## src/rtl/vga_timing_gen.sv

```systemverilog
// Parametrised VESA-style raster timing generator: pixel coordinates, data-enable,
// polarity-configurable syncs, line/frame strobes and a frame counter, gated by pix_en.
module vga_timing_gen #(
   parameter int H_VISIBLE  = 1024,
   parameter int H_FRONT    = 24,
   parameter int H_SYNC     = 136,
   parameter int H_BACK     = 160,
   parameter int V_VISIBLE  = 768,
   parameter int V_FRONT    = 3,
   parameter int V_SYNC     = 6,
   parameter int V_BACK     = 29,
   parameter int HSYNC_POL  = 0,
   parameter int VSYNC_POL  = 0,
   parameter int PIPE_DELAY = 0,
   parameter int FCNT_W     = 16,
   localparam int H_TOTAL   = H_VISIBLE + H_FRONT + H_SYNC + H_BACK,
   localparam int V_TOTAL   = V_VISIBLE + V_FRONT + V_SYNC + V_BACK,
   localparam int HW        = $clog2(H_TOTAL),
   localparam int VW        = $clog2(V_TOTAL)
) (
   input  logic              clk,
   input  logic              rst,
   input  logic              pix_en,
   output logic [HW-1:0]     x,
   output logic [VW-1:0]     y,
   output logic              de,
   output logic              hsync,
   output logic              vsync,
   output logic              line_start,
   output logic              frame_start,
   output logic [FCNT_W-1:0] frame_cnt
);

   localparam logic [HW-1:0] H_LAST = HW'(H_TOTAL - 1);
   localparam logic [HW-1:0] H_VIS  = HW'(H_VISIBLE);
   localparam logic [HW-1:0] HS_BEG = HW'(H_VISIBLE + H_FRONT);
   localparam logic [HW-1:0] HS_END = HW'(H_VISIBLE + H_FRONT + H_SYNC);
   localparam logic [VW-1:0] V_LAST = VW'(V_TOTAL - 1);
   localparam logic [VW-1:0] V_VIS  = VW'(V_VISIBLE);
   localparam logic [VW-1:0] VS_BEG = VW'(V_VISIBLE + V_FRONT);
   localparam logic [VW-1:0] VS_END = VW'(V_VISIBLE + V_FRONT + V_SYNC);
   localparam logic          HS_ON  = (HSYNC_POL != 0);
   localparam logic          VS_ON  = (VSYNC_POL != 0);
   // Control bundle order: {de, hsync, vsync, line_start, frame_start}
   localparam logic [4:0]    CTL_IDLE = {1'b0, ~HS_ON, ~VS_ON, 1'b0, 1'b0};

   if (H_VISIBLE < 1 || H_FRONT < 1 || H_SYNC < 1 || H_BACK < 1 ||
       V_VISIBLE < 1 || V_FRONT < 1 || V_SYNC < 1 || V_BACK < 1) begin : g_bad_timing
      $error("vga_timing_gen: all H_*/V_* timing parameters must be >= 1");
   end
   if (PIPE_DELAY < 0 || PIPE_DELAY > 4) begin : g_bad_delay
      $error("vga_timing_gen: PIPE_DELAY must be in 0..4");
   end

   logic [HW-1:0]     h_q, h_d, x_q, x_d;
   logic [VW-1:0]     v_q, v_d, y_q, y_d;
   logic [FCNT_W-1:0] fcnt_q, fcnt_d;
   logic [4:0]        ctl_q, ctl_d, ctl_out;
   logic              de_s, hs_act_s, vs_act_s;

   always_comb begin
      h_d    = h_q;
      v_d    = v_q;
      fcnt_d = fcnt_q;
      if (rst) begin
         h_d    = {HW{1'b0}};
         v_d    = {VW{1'b0}};
         fcnt_d = {FCNT_W{1'b0}};
      end else if (pix_en) begin
         if (h_q == H_LAST) begin
            h_d = {HW{1'b0}};
            if (v_q == V_LAST) begin
               v_d    = {VW{1'b0}};
               fcnt_d = fcnt_q + 1'b1;
            end else begin
               v_d = v_q + 1'b1;
            end
         end else begin
            h_d = h_q + 1'b1;
         end
      end else begin
         h_d = h_q;
      end
   end

   always_comb begin
      de_s     = (h_q < H_VIS) && (v_q < V_VIS);
      hs_act_s = (h_q >= HS_BEG) && (h_q < HS_END);
      vs_act_s = (v_q >= VS_BEG) && (v_q < VS_END);
   end

   // Output stage: one enabled cycle behind the counters
   always_comb begin
      x_d   = x_q;
      y_d   = y_q;
      ctl_d = ctl_q;
      if (rst) begin
         x_d   = {HW{1'b0}};
         y_d   = {VW{1'b0}};
         ctl_d = CTL_IDLE;
      end else if (pix_en) begin
         x_d   = h_q;
         y_d   = v_q;
         ctl_d = {de_s,
                  hs_act_s ? HS_ON : ~HS_ON,
                  vs_act_s ? VS_ON : ~VS_ON,
                  (h_q == {HW{1'b0}}),
                  (h_q == {HW{1'b0}}) && (v_q == {VW{1'b0}})};
      end else begin
         ctl_d = ctl_q;
      end
   end

   always_ff @(posedge clk) begin
      h_q    <= h_d;
      v_q    <= v_d;
      fcnt_q <= fcnt_d;
      x_q    <= x_d;
      y_q    <= y_d;
      ctl_q  <= ctl_d;
   end

   if (PIPE_DELAY > 0) begin : g_dly
      logic [4:0] pipe_q [PIPE_DELAY];
      logic [4:0] pipe_d [PIPE_DELAY];

      // Alignment delay for the control bundle; advances with the pixel clock only
      always_comb begin
         for (int i = 0; i < PIPE_DELAY; i++) begin
            pipe_d[i] = pipe_q[i];
         end
         if (rst) begin
            for (int i = 0; i < PIPE_DELAY; i++) begin
               pipe_d[i] = CTL_IDLE;
            end
         end else if (pix_en) begin
            pipe_d[0] = ctl_q;
            for (int i = 1; i < PIPE_DELAY; i++) begin
               pipe_d[i] = pipe_q[i-1];
            end
         end else begin
            pipe_d[0] = pipe_q[0];
         end
      end

      always_ff @(posedge clk) begin
         for (int i = 0; i < PIPE_DELAY; i++) begin
            pipe_q[i] <= pipe_d[i];
         end
      end

      assign ctl_out = pipe_q[PIPE_DELAY-1];
   end else begin : g_nodly
      assign ctl_out = ctl_q;
   end

   assign x         = x_q;
   assign y         = y_q;
   assign frame_cnt = fcnt_q;
   assign {de, hsync, vsync, line_start, frame_start} = ctl_out;

endmodule
```

## config.mk

```make
export PLATFORM = sky130hd
export DESIGN_NAME = vga_timing_gen
export DESIGN_NICKNAME = d
export VERILOG_FILES = /design/src/rtl/vga_timing_gen.sv
export SDC_FILE = /design/constraint.sdc
export NUM_CORES = 1
export LEC_CHECK = 0
export ABC_CLOCK_PERIOD_IN_PS = 2200
export CORE_MARGIN = 3
export CORE_UTILIZATION = 45
export CTS_CLUSTER_SIZE = 40
export DETAILED_ROUTE_END_ITERATION = 8
export DONT_BUFFER_PORTS = 1
export PLACE_DENSITY = 0.69
export SYNTH_ARGS = -nofsm -noshare
export SYNTH_HDL_FRONTEND = slang
export SYNTH_SLANG_ARGS = --single-unit
```

## constraint.sdc

```tcl
create_clock -name clk -period 2.2 [get_ports clk]
set_clock_uncertainty 0.05 [all_clocks]
set_input_delay 0.55 -clock clk [delete_from_list [all_inputs] [get_ports clk]]
set_output_delay 0.55 -clock clk [all_outputs]
set_load 0.01 [all_outputs]
```

==> results by group <==
Detailed routing
  – Residual DRC count: 0
  – DRT Wirelength: 6.63 mm
  – Vias: roughly 2500
  – Vias per cell: slightly below 6
  – Initial DRT Pass Iterations: 4
  – ANT nets after route: 0
  – Iteration-0 DRC count of the detailed router: about 130
  – Drt wl/cell: between 15 and 20 um

Power and ir drop
  – Combinational Power Share: 0.022
  – Clock power frac: 0.446
  – Int Pwr: 0.00172 W
  – Reg power frac: 0.532
  – PnR Total Power: between 0.002 and 0.0025 W
  – Pwr dens: 663 nW/um^2
  – Peak VDD IR: 339 uV
  – Net Sw Frac: 0.210
  – Net Sw Power: approximately 0.00046 W
  – Pleak: between 1 and 1.5 nW

CTS
  – Root Buffer: clkbuf_8
  – CTS Hold Bufs: 0
  – H-Tree Depth: 3
  – Clock Path Buffers: 2
  – CTS Sinks: between 60 and 70
  – CTS buffer count: 9
  – TritonCTS clock tree: yes
  – Clk slew on worst S/H paths: approximately 70 ps
  – Worst-Skew Late Latency: between 300 and 400 ps

Global routing
  – Number of global-route vias before repair: 2268
  – Initial antenna violation count: 0
  – Most Used Layer, Global Route: met2
  – M3 GR Usage: 0.0694
  – Largest net degree at the start of global routing: 51
  – Total Routing Usage GR: 0.191
  – Gr ovfl total: 0
  – M2 GR Usage: 0.270
  – Met1 Use GR: 0.261
  – First-pass GRT wire length: 11.3 mm

Synth
  – Synth Area in Simple Gates: 0.261
  – Post-synth EDFFs: 0
  – Compound-gate portion of the synthesized area: 0.117
  – Share of flip-flops with an asynchronous set or reset: 0
  – Synth top cells by count: 63 x dfxtp_1, 38 x nor2_1, 27 x a21oi_1, 22 x nand2_1, 21 x mux2i_1
  – Flip-flop and latch count after synthesis: between 60 and 70
  – Mapped cell area: 2910 um^2
  – Largest family of logic cells by synthesized area: simple AND/OR/NAND/NOR gates
  – Syn Inst Count: roughly 330
  – Mux contribution to synthesized area: 0.0799
  – Ys Warns: 0
  – Synth area leader: dfxtp_1
  – Yosys top cell area share: 0.433
  – XOR/XNOR Fraction of Synth Area: 0.0301
  – Cell with the most instances after synthesis: dfxtp_1
  – Distinct cell type count after synthesis: 39
  – Ranking of synthesized cells by area: dfxtp_1 43%, mux2i_1 7.2%, nor2_1 4.9%, a21oi_1 4.6%, or4_1 3.9%
  – Syn_nets: about 340
  – Top_reg_cell synth: dfxtp_1
  – Synth Area in Adders: 0.0301
  – Syn Area/Cell: 8.72 um^2
  – Seq/Total Area, Yosys: 0.433

Setup path
  – Critical Path RT: 2420 ps
  – R2R depth: 4
  – Kind of cell adding the most delay to the critical path: simple AND/OR/NAND/NOR gates
  – Crit path from: v_q[4]
  – CP max FO: 14
  – Max incr delay on CP: 630 ps
  – Crit Path Class: flop to flop
  – CP Buf/Inv Count: 0
  – Reg-to-reg slack, setup: ~97 ps
  – CP max stage cell: or4_4
  – RR Endpoint: frame_cnt[15]
  – CP Capture Type: flop
  – Crit start category: flop
  – CP arrival: approximately 2300 ps
  – Critical R2R Launch: v_q[4]
  – Worst path cell trace: or3_4 -> or4_4 -> or4_1 -> a21oi_1

Final layout
  – Sequential Area: ~1300 um^2
  – Area Overhead vs Synth: 13.1%
  – Nets@finish: about 350
  – N_diodes: 0
  – FILL cells: around 600
  – Layout cells sized above 1: 0.140
  – Footprint of the multi-input gates: around 1500 um^2

STA
  – Final hold slack: about 220 ps
  – FMAX: around 480 MHz
  – Final setup margin: approximately 100 ps
  – Slew margin rel.: 0.608
  – Slew @ Worst Pin: 573 ps
  – Period utilization: 0.956
  – Final Hold Violating Endpoints: 0
  – Unrepaired setup endpoints after global routing: no
  – Setup TNS: 0 ps
  – Max-slew violation count: 0
  – Final min period: ~2100 ps
  – Final setup fails: 0

Flow run
  – Maxcap violations: 0

Min path
  – Hold Path End: frame_cnt[13]
  – Worst hold stages: 1
  – Start point of the worst hold path: rst
  – Worst Hold Class: input pin to flop

Floorplanning
  – Boundary Pins: 45
  – # rows: 28
  – Die ar.: approximately 7500 um^2
  – Initial Util: 0.478
  – Die Width: slightly below 90 um
  – Die H: 86.5 um
  – Core Area: between 6000 and 7000 um^2

Place
  – Port bufs: 0
  – DP Worst Slack: around 110 ps
  – RD Place Congestion: approximately 0.87
  – Dpl hpwl: around 4.5 mm

Run status
  – Status: completed
==> per-stage QoR <==
step	util	instance area, um^2	cells
2_1_floorplan	-	2910	334
3_3_place_gp	0.505	3080	407
3_5_place_dp	0.505	3080	407
4_1_cts	0.536	3270	423
5_1_grt	0.541	3300	424
6_report	0.541	3300	424
==> cell usage in the layout, fill, tap and decap left out, drive strengths merged, types with 3 or more instances in the layout <==
cell,netlist,routed
dfxtp,63,63
nor2,38,38
a21oi,27,27
buf,6,23
nand2,22,22
mux2i,21,21
or4,17,18
o31ai,13,13
nand4,12,12
nand3,12,12
clkbuf,19,12
inv,11,11
o21ai,10,10
or3,10,10
xnor2,7,7
and4,7,7
ha,7,7
nor3,5,5
nor4,4,4
nor2b,3,3
xor2,3,3
clkinv,0,3
==> final cells by class <==
type,instances,share of cell area
multi-input combinational,236,0.465
sequential,63,0.383
timing repair buffer,23,0.0524
clock buffer,12,0.0440
tap,75,0.0285
inverter,11,0.0125
clock inverter,4,0.0137
==> metal layers <==
| metal | part of all wire | wire length (um) | vias to the layer above |
|---|---|---|---|
| li1 | - | - | 1227 |
| met1 | 0.48 | 3190 | 1157 |
| met2 | 0.42 | 2800 | 75 |
| met3 | 0.078 | 519 | 8 |
| met4 | 0.018 | 121 | 0 |
| met5 | 0 | 0 | - |
==> power groups by stage <==
stage	Sequential (W)	Combinational, W	Clock, W
global placement	0.00118	0.0000469	0
global route	0.00116	0.0000536	0.00107
finish	0.00116	0.0000476	0.000975
CTS	0.00116	0.0000476	0.00101
detailed placement	0.00119	0.0000473	0
floorplan	0.00118	0.0000536	0
==> flip-flops by register name, summed over array words and instances (netlist names) <==
name	count
h_q	11
v_q	10
y	10
frame_cnt	16
x	11
ctl_out	5
==> worst max path at each step <==
stage	to	slack (ps)	depth (start not counted)
floorplan	frame_cnt[14]	90	5
global placement	frame_cnt[15]	150	4
detailed placement	frame_cnt[15]	110	5
CTS	frame_cnt[15]	110	5
global route	frame_cnt[15]	20	4
finish	frame_cnt[15]	100	4
==> logic make-up (layout without fill, tap and decap cells) <==
group           count (synthesis)  in the layout
simple gates                  138            139
mux                            23             23
buf+inv                        36             50
xor+xnor                       10             10
flops                          63             63
compound gates                 57             57
fa+ha+maj                       7              7
==> repair_timing <==
item / CTS / global route
gates resized for setup: 0 / 5
hold endpoints to repair: 0 / 0
endpoints found under the setup margin: 0 / 5
buffers inserted: 0 / 0
(Power assumes the default switching activity.)
